`src/rtl/updown_counter_param_if.sv`:
```
// rtl/updown_counter_param_if.sv - control/status bundle for updown_counter_param (UDC_STICKY_FLAG_EN adds flag_clr/flag_sticky)
interface updown_counter_param_if #(
    parameter int WIDTH = 3
);
    logic             en;
    logic             ld;
    logic             up_dn;
    logic [WIDTH-1:0] data_in;
    logic [WIDTH-1:0] count;
    logic             tc;
    logic             evt;
`ifdef UDC_STICKY_FLAG_EN
    logic             flag_clr;
    logic             flag_sticky;

    modport master (
        output en, ld, up_dn, data_in, flag_clr,
        input  count, tc, evt, flag_sticky
    );
    modport slave (
        input  en, ld, up_dn, data_in, flag_clr,
        output count, tc, evt, flag_sticky
    );
`else
    modport master (
        output en, ld, up_dn, data_in,
        input  count, tc, evt
    );
    modport slave (
        input  en, ld, up_dn, data_in,
        output count, tc, evt
    );
`endif
endinterface

```
`src/rtl/updown_counter_param.sv`:
```
// rtl/updown_counter_param.sv - up/down counter with load, modulus, wrap/saturate, tc and evt (UDC_STICKY_FLAG_EN adds sticky boundary flag)
module updown_counter_param #(
    parameter int          WIDTH       = 3,
    parameter int unsigned MAX_COUNT   = (2**WIDTH) - 1,
    parameter bit          SATURATE    = 1'b0,
    parameter int unsigned RESET_VALUE = 0
) (
    input  logic                  clk,
    input  logic                  reset,
    updown_counter_param_if.slave bus
);
    localparam logic [WIDTH-1:0] MAX_C   = WIDTH'(MAX_COUNT);
    localparam logic [WIDTH-1:0] RESET_C = WIDTH'(RESET_VALUE);
    localparam logic [WIDTH-1:0] ONE     = WIDTH'(1);

    logic [WIDTH-1:0] count_q;
    logic [WIDTH-1:0] count_nxt;
    logic             evt_q;
    logic             evt_nxt;
    logic             at_top;
    logic             at_bot;

    assign at_top = (count_q == MAX_C);
    assign at_bot = (count_q == '0);

    // Boundary detection compares against MAX_C so non-power-of-2 moduli wrap cleanly.
    always_comb begin
        count_nxt = count_q;
        evt_nxt   = 1'b0;
        if (bus.ld) begin
            count_nxt = (bus.data_in > MAX_C) ? MAX_C : bus.data_in;
        end else if (bus.en) begin
            if (bus.up_dn) begin
                if (at_top) begin
                    evt_nxt   = 1'b1;
                    count_nxt = SATURATE ? count_q : '0;
                end else begin
                    count_nxt = count_q + ONE;
                end
            end else begin
                if (at_bot) begin
                    evt_nxt   = 1'b1;
                    count_nxt = SATURATE ? count_q : MAX_C;
                end else begin
                    count_nxt = count_q - ONE;
                end
            end
        end
    end

    always_ff @(posedge clk) begin
        if (reset) begin
            count_q <= RESET_C;
            evt_q   <= 1'b0;
        end else begin
            count_q <= count_nxt;
            evt_q   <= evt_nxt;
        end
    end

    assign bus.count = count_q;
    assign bus.evt   = evt_q;
    // tc ignores en so that a chain can be built as en_next = en & tc.
    assign bus.tc    = (bus.up_dn & at_top) | (~bus.up_dn & at_bot);

`ifdef UDC_STICKY_FLAG_EN
    logic flag_q;

    // A new boundary event outranks a simultaneous clear.
    always_ff @(posedge clk) begin
        if (reset) begin
            flag_q <= 1'b0;
        end else if (evt_nxt) begin
            flag_q <= 1'b1;
        end else if (bus.flag_clr) begin
            flag_q <= 1'b0;
        end
    end

    assign bus.flag_sticky = flag_q;
`endif
endmodule

```
`src/flat_wrapper.sv`:
```
// flat-port wrapper written by rule: the top's interface ports become plain ports
module updown_counter_param_flat 
#(
    parameter int          WIDTH       = 3,
    parameter int unsigned MAX_COUNT   = (2**WIDTH) - 1,
    parameter bit          SATURATE    = 1'b0,
    parameter int unsigned RESET_VALUE = 0
)
  (clk, reset, bus_en, bus_ld, bus_up_dn, bus_data_in, bus_count, bus_tc, bus_evt);
  updown_counter_param_if #(.WIDTH(WIDTH)) bus_i ();
  input  logic clk;
  input  logic reset;
  input wire logic [$bits(bus_i.en)-1:0] bus_en;
  input wire logic [$bits(bus_i.ld)-1:0] bus_ld;
  input wire logic [$bits(bus_i.up_dn)-1:0] bus_up_dn;
  input wire logic [$bits(bus_i.data_in)-1:0] bus_data_in;
  output wire logic [$bits(bus_i.count)-1:0] bus_count;
  output wire logic [$bits(bus_i.tc)-1:0] bus_tc;
  output wire logic [$bits(bus_i.evt)-1:0] bus_evt;
  assign bus_i.en = bus_en;
  assign bus_i.ld = bus_ld;
  assign bus_i.up_dn = bus_up_dn;
  assign bus_i.data_in = bus_data_in;
  assign bus_count = bus_i.count;
  assign bus_tc = bus_i.tc;
  assign bus_evt = bus_i.evt;
  updown_counter_param #(.WIDTH(WIDTH), .MAX_COUNT(MAX_COUNT), .SATURATE(SATURATE), .RESET_VALUE(RESET_VALUE)) u_core (.clk(clk), .reset(reset), .bus(bus_i));
endmodule
```
`config.mk`:
```
export PLATFORM = sky130hd
export DESIGN_NAME = updown_counter_param_flat
export DESIGN_NICKNAME = d
export VERILOG_FILES = /design/src/rtl/updown_counter_param_if.sv /design/src/rtl/updown_counter_param.sv /design/src/flat_wrapper.sv
export SDC_FILE = /design/constraint.sdc
export NUM_CORES = 1
export LEC_CHECK = 0
export BUFFER_PORTS_ARGS = -buffer_cell sky130_fd_sc_hd__buf_4
export CORE_AREA = 2 2 39 41
export CTS_CLUSTER_SIZE = 20
export DETAILED_ROUTE_END_ITERATION = 10
export DIE_AREA = 0 0 41 43
export PLACE_DENSITY = 0.41
export SYNTH_ARGS = -nofsm -noshare
export SYNTH_HDL_FRONTEND = slang
export SYNTH_SLANG_ARGS = --single-unit
```
`constraint.sdc`:
```
create_clock -name clk -period 1.8 [get_ports clk]
set_input_delay 0.36 -clock clk [delete_from_list [all_inputs] [get_ports clk]]
set_output_delay 0.36 -clock clk [all_outputs]
set_load 0.1 [all_outputs]
```
; ---- Word-level counts from Yosys, hierarchy flattened
; Cells that the tools add are included.
; W data, S select, Z words.
[totals]
reg_bits = 4
in_bits = 8
output_inout_bits = 5
word_cells = 23
[classes]
addsub = 2
n_lt_le_gt_ge = 1
eq_ne = 1
muxes = 9
bitwise = 5
n_reduce_logical = 3
[op_table]
columns = cell, n
row1 = $mux W3, 6
row2 = $add A3 B1 Y3 const B, 1
row3 = $eq A3 B3 Y1 const B, 1
row4 = $gt A3 B3 Y1 const B, 1
row5 = $logic_not A3 Y1, 1
row6 = $mux W1, 3
row7 = $reduce_or A3 Y1, 1
row8 = $sub A3 B1 Y3 const B, 1
row9 = $and A1 B1 Y1, 2
row10 = $not A1 Y1, 2
row11 = $reduce_bool A2 Y1, 1
row12 = $or A1 B1 Y1, 1

; ---- Longest topological paths before layout
[logic_depth]
word_depth = 5
ltp_mapped = 6
depth_no_buf = 6

; ---- Worst setup path before layout
; Ideal clock, no wire load.
[synth_timing]
kind = reg-to-output
startpoint = register u_core.count_q[0], in the netlist u_core.bus.count[0]
endpoint = output port bus_tc
arrival_time_ps = 2142
t_required_ps = 1440
setup_slack_ps = -702
path_stages_with_launch = 5
path_buffers = 0
cell_sequence = dfxtp_1 -> ha_1 -> ha_1 -> nand2_1 -> nand2_1
[synth_between]
elab_chain_cells = 3
word_cells_on_any_way = 5
cone_classes = eq/ne (1) / bitwise (3) / reduce/logical (1)
[synth_rtl]
columns = element, line
row1 = from (decl), updown_counter_param.sv:16  ; logic [WIDTH-1:0] count_q;
row2 = from (signal assigned), updown_counter_param.sv:56  ; count_q <= count_nxt;
row3 = $eq A3 B3 Y1 / $logic_not A3 Y1 (equally long branches), "updown_counter_param.sv:23, updown_counter_param.sv:24"
row4 = $and A1 B1 Y1, updown_counter_param.sv:64  ; assign bus.tc = (bus.up_dn & at_top) | (~bus.up_dn & at_bot);
row5 = $or A1 B1 Y1 *, updown_counter_param.sv:64
row6 = to (decl), flat_wrapper.sv:18  ; output wire logic [$bits(bus_i.tc)-1:0] bus_tc;
; Mark *: on every way between the ends. The rest lies on a longest branch, timed or not.

; ---- Worst setup path after layout
; Ends and elaborated chain as after synthesis.

==> impl_results.md <==
- Synth top area share: 27.4%
- Final worst-path cycle share: 94.4%
- Post-CTS setup buffers: 0
- CTS Root Cell: clkbuf_4
- Die area: 1760 um^2
- Total number of vias: 286
- Slew Viols, Final: 0
- Worst EP required: 1.44 ns
- Area leader, netlist: dfxtp_1
- Gpl congestion: 0.692
- Finish-stage setup viols: 0
- Crit path cell chain: inv_1, ha_1, ha_2, nand2b_4, nand2_2, buf_6
- Yosys reg bits: 4
- Commonest cells in the netlist: inv_1, dfxtp_1, ha_1, nand2_1, a21oi_1
- Dpl ws: 0.274 ns
- Clk_lat worst skew: 0.23 ns
- Reg2Reg Depth: 5
- Mapped Area: 293 um^2
- R2r startpoint: u_core.bus.count[0]
- GRT overflow: 0
- Main flop type after synthesis: dfxtp_1
- WHS: 0.331 ns
- Final TNS setup: 0 ns
- R2R Setup Slk: 0.31 ns
- CP max FO: 5
- Core area: 1380 um^2
- CP peak stage delay: 0.35 ns
- Yosys warns: 0
- Port Buffer Count: 12
- Layout cell share with drive strength beyond 1: 44.0%
- Power Dens Cells: 808 nW/um^2
- Number of remaining DRC errors: 0
- TritonCTS Buffers: 3
- Fmax: 0.588 GHz
- Final instance area: 443 um^2
- Clock skew: 0.00341 ns
- Critical Path End Type: output pin
- Starting Density: 21.2%
- Post-route ant nets: 0
- Ant diodes: 0
- HPWL Detailed: 570 um
- PostCTS Resize Cnt: 0
- Max Cap Viol: 0
- Post-DR wirelength/cell: 10.7 um
- Cell count after synthesis: 35
- Worst vdd ir: 0.296 mV
- Die Ht: 43 um
- Outcome: finished, final reports clean
- Arrival @ worst endpoint: 1.34 ns
- Yosys cell types: 17
- Initial antenna violation count: 0
- Clk sink count: 4
- FFs w/ async S/R, synth: 0%
- Syn Area/Cell: 8.37 um^2
- Slack of the critical path: 0.100 ns
- Via/cell ratio: 4.33
- Worst-path clk slew: 0.04 ns
- Largest net degree at the start of global routing: 9
- TritonCTS clock tree: yes
- # IOs: 13
- H-tree depth: 1
- Vias in the first global route: 292
- Clock tree buffer depth: 2
- Top cells by area, synth: dfxtp_1, ha_1, inv_1, a21oi_1, a2111oi_2
- Most frequent cell after synthesis: inv_1
- Drt pass-1 iters: 4
- Final WL: 709 um
- Unrepaired setup endpoints after global routing: no
- Starting DRT DRC Count: 4
- Final hold vios: 0
- Slew headroom: 81.5%
- Instance area at placement: 414 um^2
- GRT Total Usage: 10.9%
- Critical path type: flip-flop to output pin
- Area grow syn2layout: 51.3%
- Post-synthesis sequential area ratio: 27.4%
- Number of synthesized flops with an enable pin: 0
- Hold Path Origin: reset
- Reg-to-reg critical path endpoint: u_core.bus.count[0]
- Die X: 41 um
- Synth Net Count: 47
- Critical Path Start: u_core.bus.count[0]
- Cell leakage power: 0.219 nW
- Crit path launch type: flip-flop
- Worst slew pin tran: 0.279 ns
- CP max stage cell: dfxtp_4
- # rows: 14
- First-pass GRT wire length: 1.27 mm
- Minimum clock period: 1.70 ns
- Fill cell count: 163
- CTS hold repair buffers: 0
- Worst setup path endpoint: bus_tc
- Fin nets: 64
- HP Class: primary input to flip-flop
==> layer usage <==
layer	track usage, %	up-vias	routed length (um)
li1	-	155	-
met5	0	-	0
met1	15.3	120	332
met4	10.0	0	12
met2	13.1	9	321
met3	2.09	2	41
==> placed cells by master, fill, tap and decap left out <==
master     count
nand2b_4       1
a2111oi_2      1
a21oi_1        3
ha_1           3
clkbuf_4       3
and4bb_1       1
a32o_1         1
o211a_1        1
nand2_2        1
dfxtp_1        1
o22ai_1        2
buf_4         11
dfxtp_2        1
nor3b_1        1
inv_1          6
o21ai_0        1
dfxtp_4        2
nand2_1        3
ha_2           1
nand3_1        1
nand2b_1       1
nor2_1         2
nor3_1         1
buf_6          1
==> critical path, delay by kind of cell, from the launching register on <==
kind	cells	cell delay [ns]
adder cells (fa/ha/maj)	2	0.35
flip-flops	1	0.35
AND/OR/NAND/NOR	2	0.13
buffers and inverters	2	0.28
==> cell families (layout without fill, tap and decap cells) <==
| kind of cell | count (synthesis) | in the layout | share of synthesized area (%) |
|---|---|---|---|
| and+or+nand+nor | 12 | 12 | 24.8 |
| AOI/OAI and AO/OA | 9 | 9 | 23.1 |
| buffers and inverters | 6 | 21 | 7.69 |
| adders and majority gates | 4 | 4 | 17.1 |
| DFF | 4 | 4 | 27.4 |
==> area by class of cell <==
class                   count  area, um^2  share of cell area [%]
multi-input cells          25         195                    44.1
repair buffers             12        93.8                    21.2
inverters                   6        22.5                    5.08
flip-flops and latches      4        88.8                    20.1
clock buffers               3        22.5                    5.08
well taps                  16        20.0                    4.52
==> worst min path at each step <==
stage | endpoint | depth (start not counted) | slack (ns)
floorplan | u_core.bus.count[0] | 1 | 0.43
global placement | u_core.bus.count[2] | 2 | 0.56
detailed placement | u_core.bus.count[0] | 2 | 0.57
CTS | u_core.bus.count[0] | 2 | 0.32
global route | u_core.bus.count[0] | 2 | 0.33
finish | u_core.bus.count[0] | 2 | 0.33
==> state kept, by name, summed over array words and instances, names as in the netlist <==
register,flops
u_core.bus.evt,1
u_core.bus.count,3
==> metrics by stage <==
| stage | utilization, % | instances | power (mW) |
|---|---|---|---|
| after global placement | 29.9 | 63 | 0.246 |
| after global routing | 32.0 | 66 | 0.381 |
| after CTS | 31.6 | 66 | 0.364 |
| after detailed placement | 29.9 | 63 | 0.248 |
| final | 32.0 | 66 | 0.358 |
| after floorplan | - | 35 | 0.206 |
==> where the power goes <==
group	total, mW	internal (mW)	switching, mW
Sequential	0.103	0.0959	0.00691
Clock	0.109	0.0745	0.0350
Combinational	0.146	0.0489	0.0970
Power figures use the tool's default switching activity.
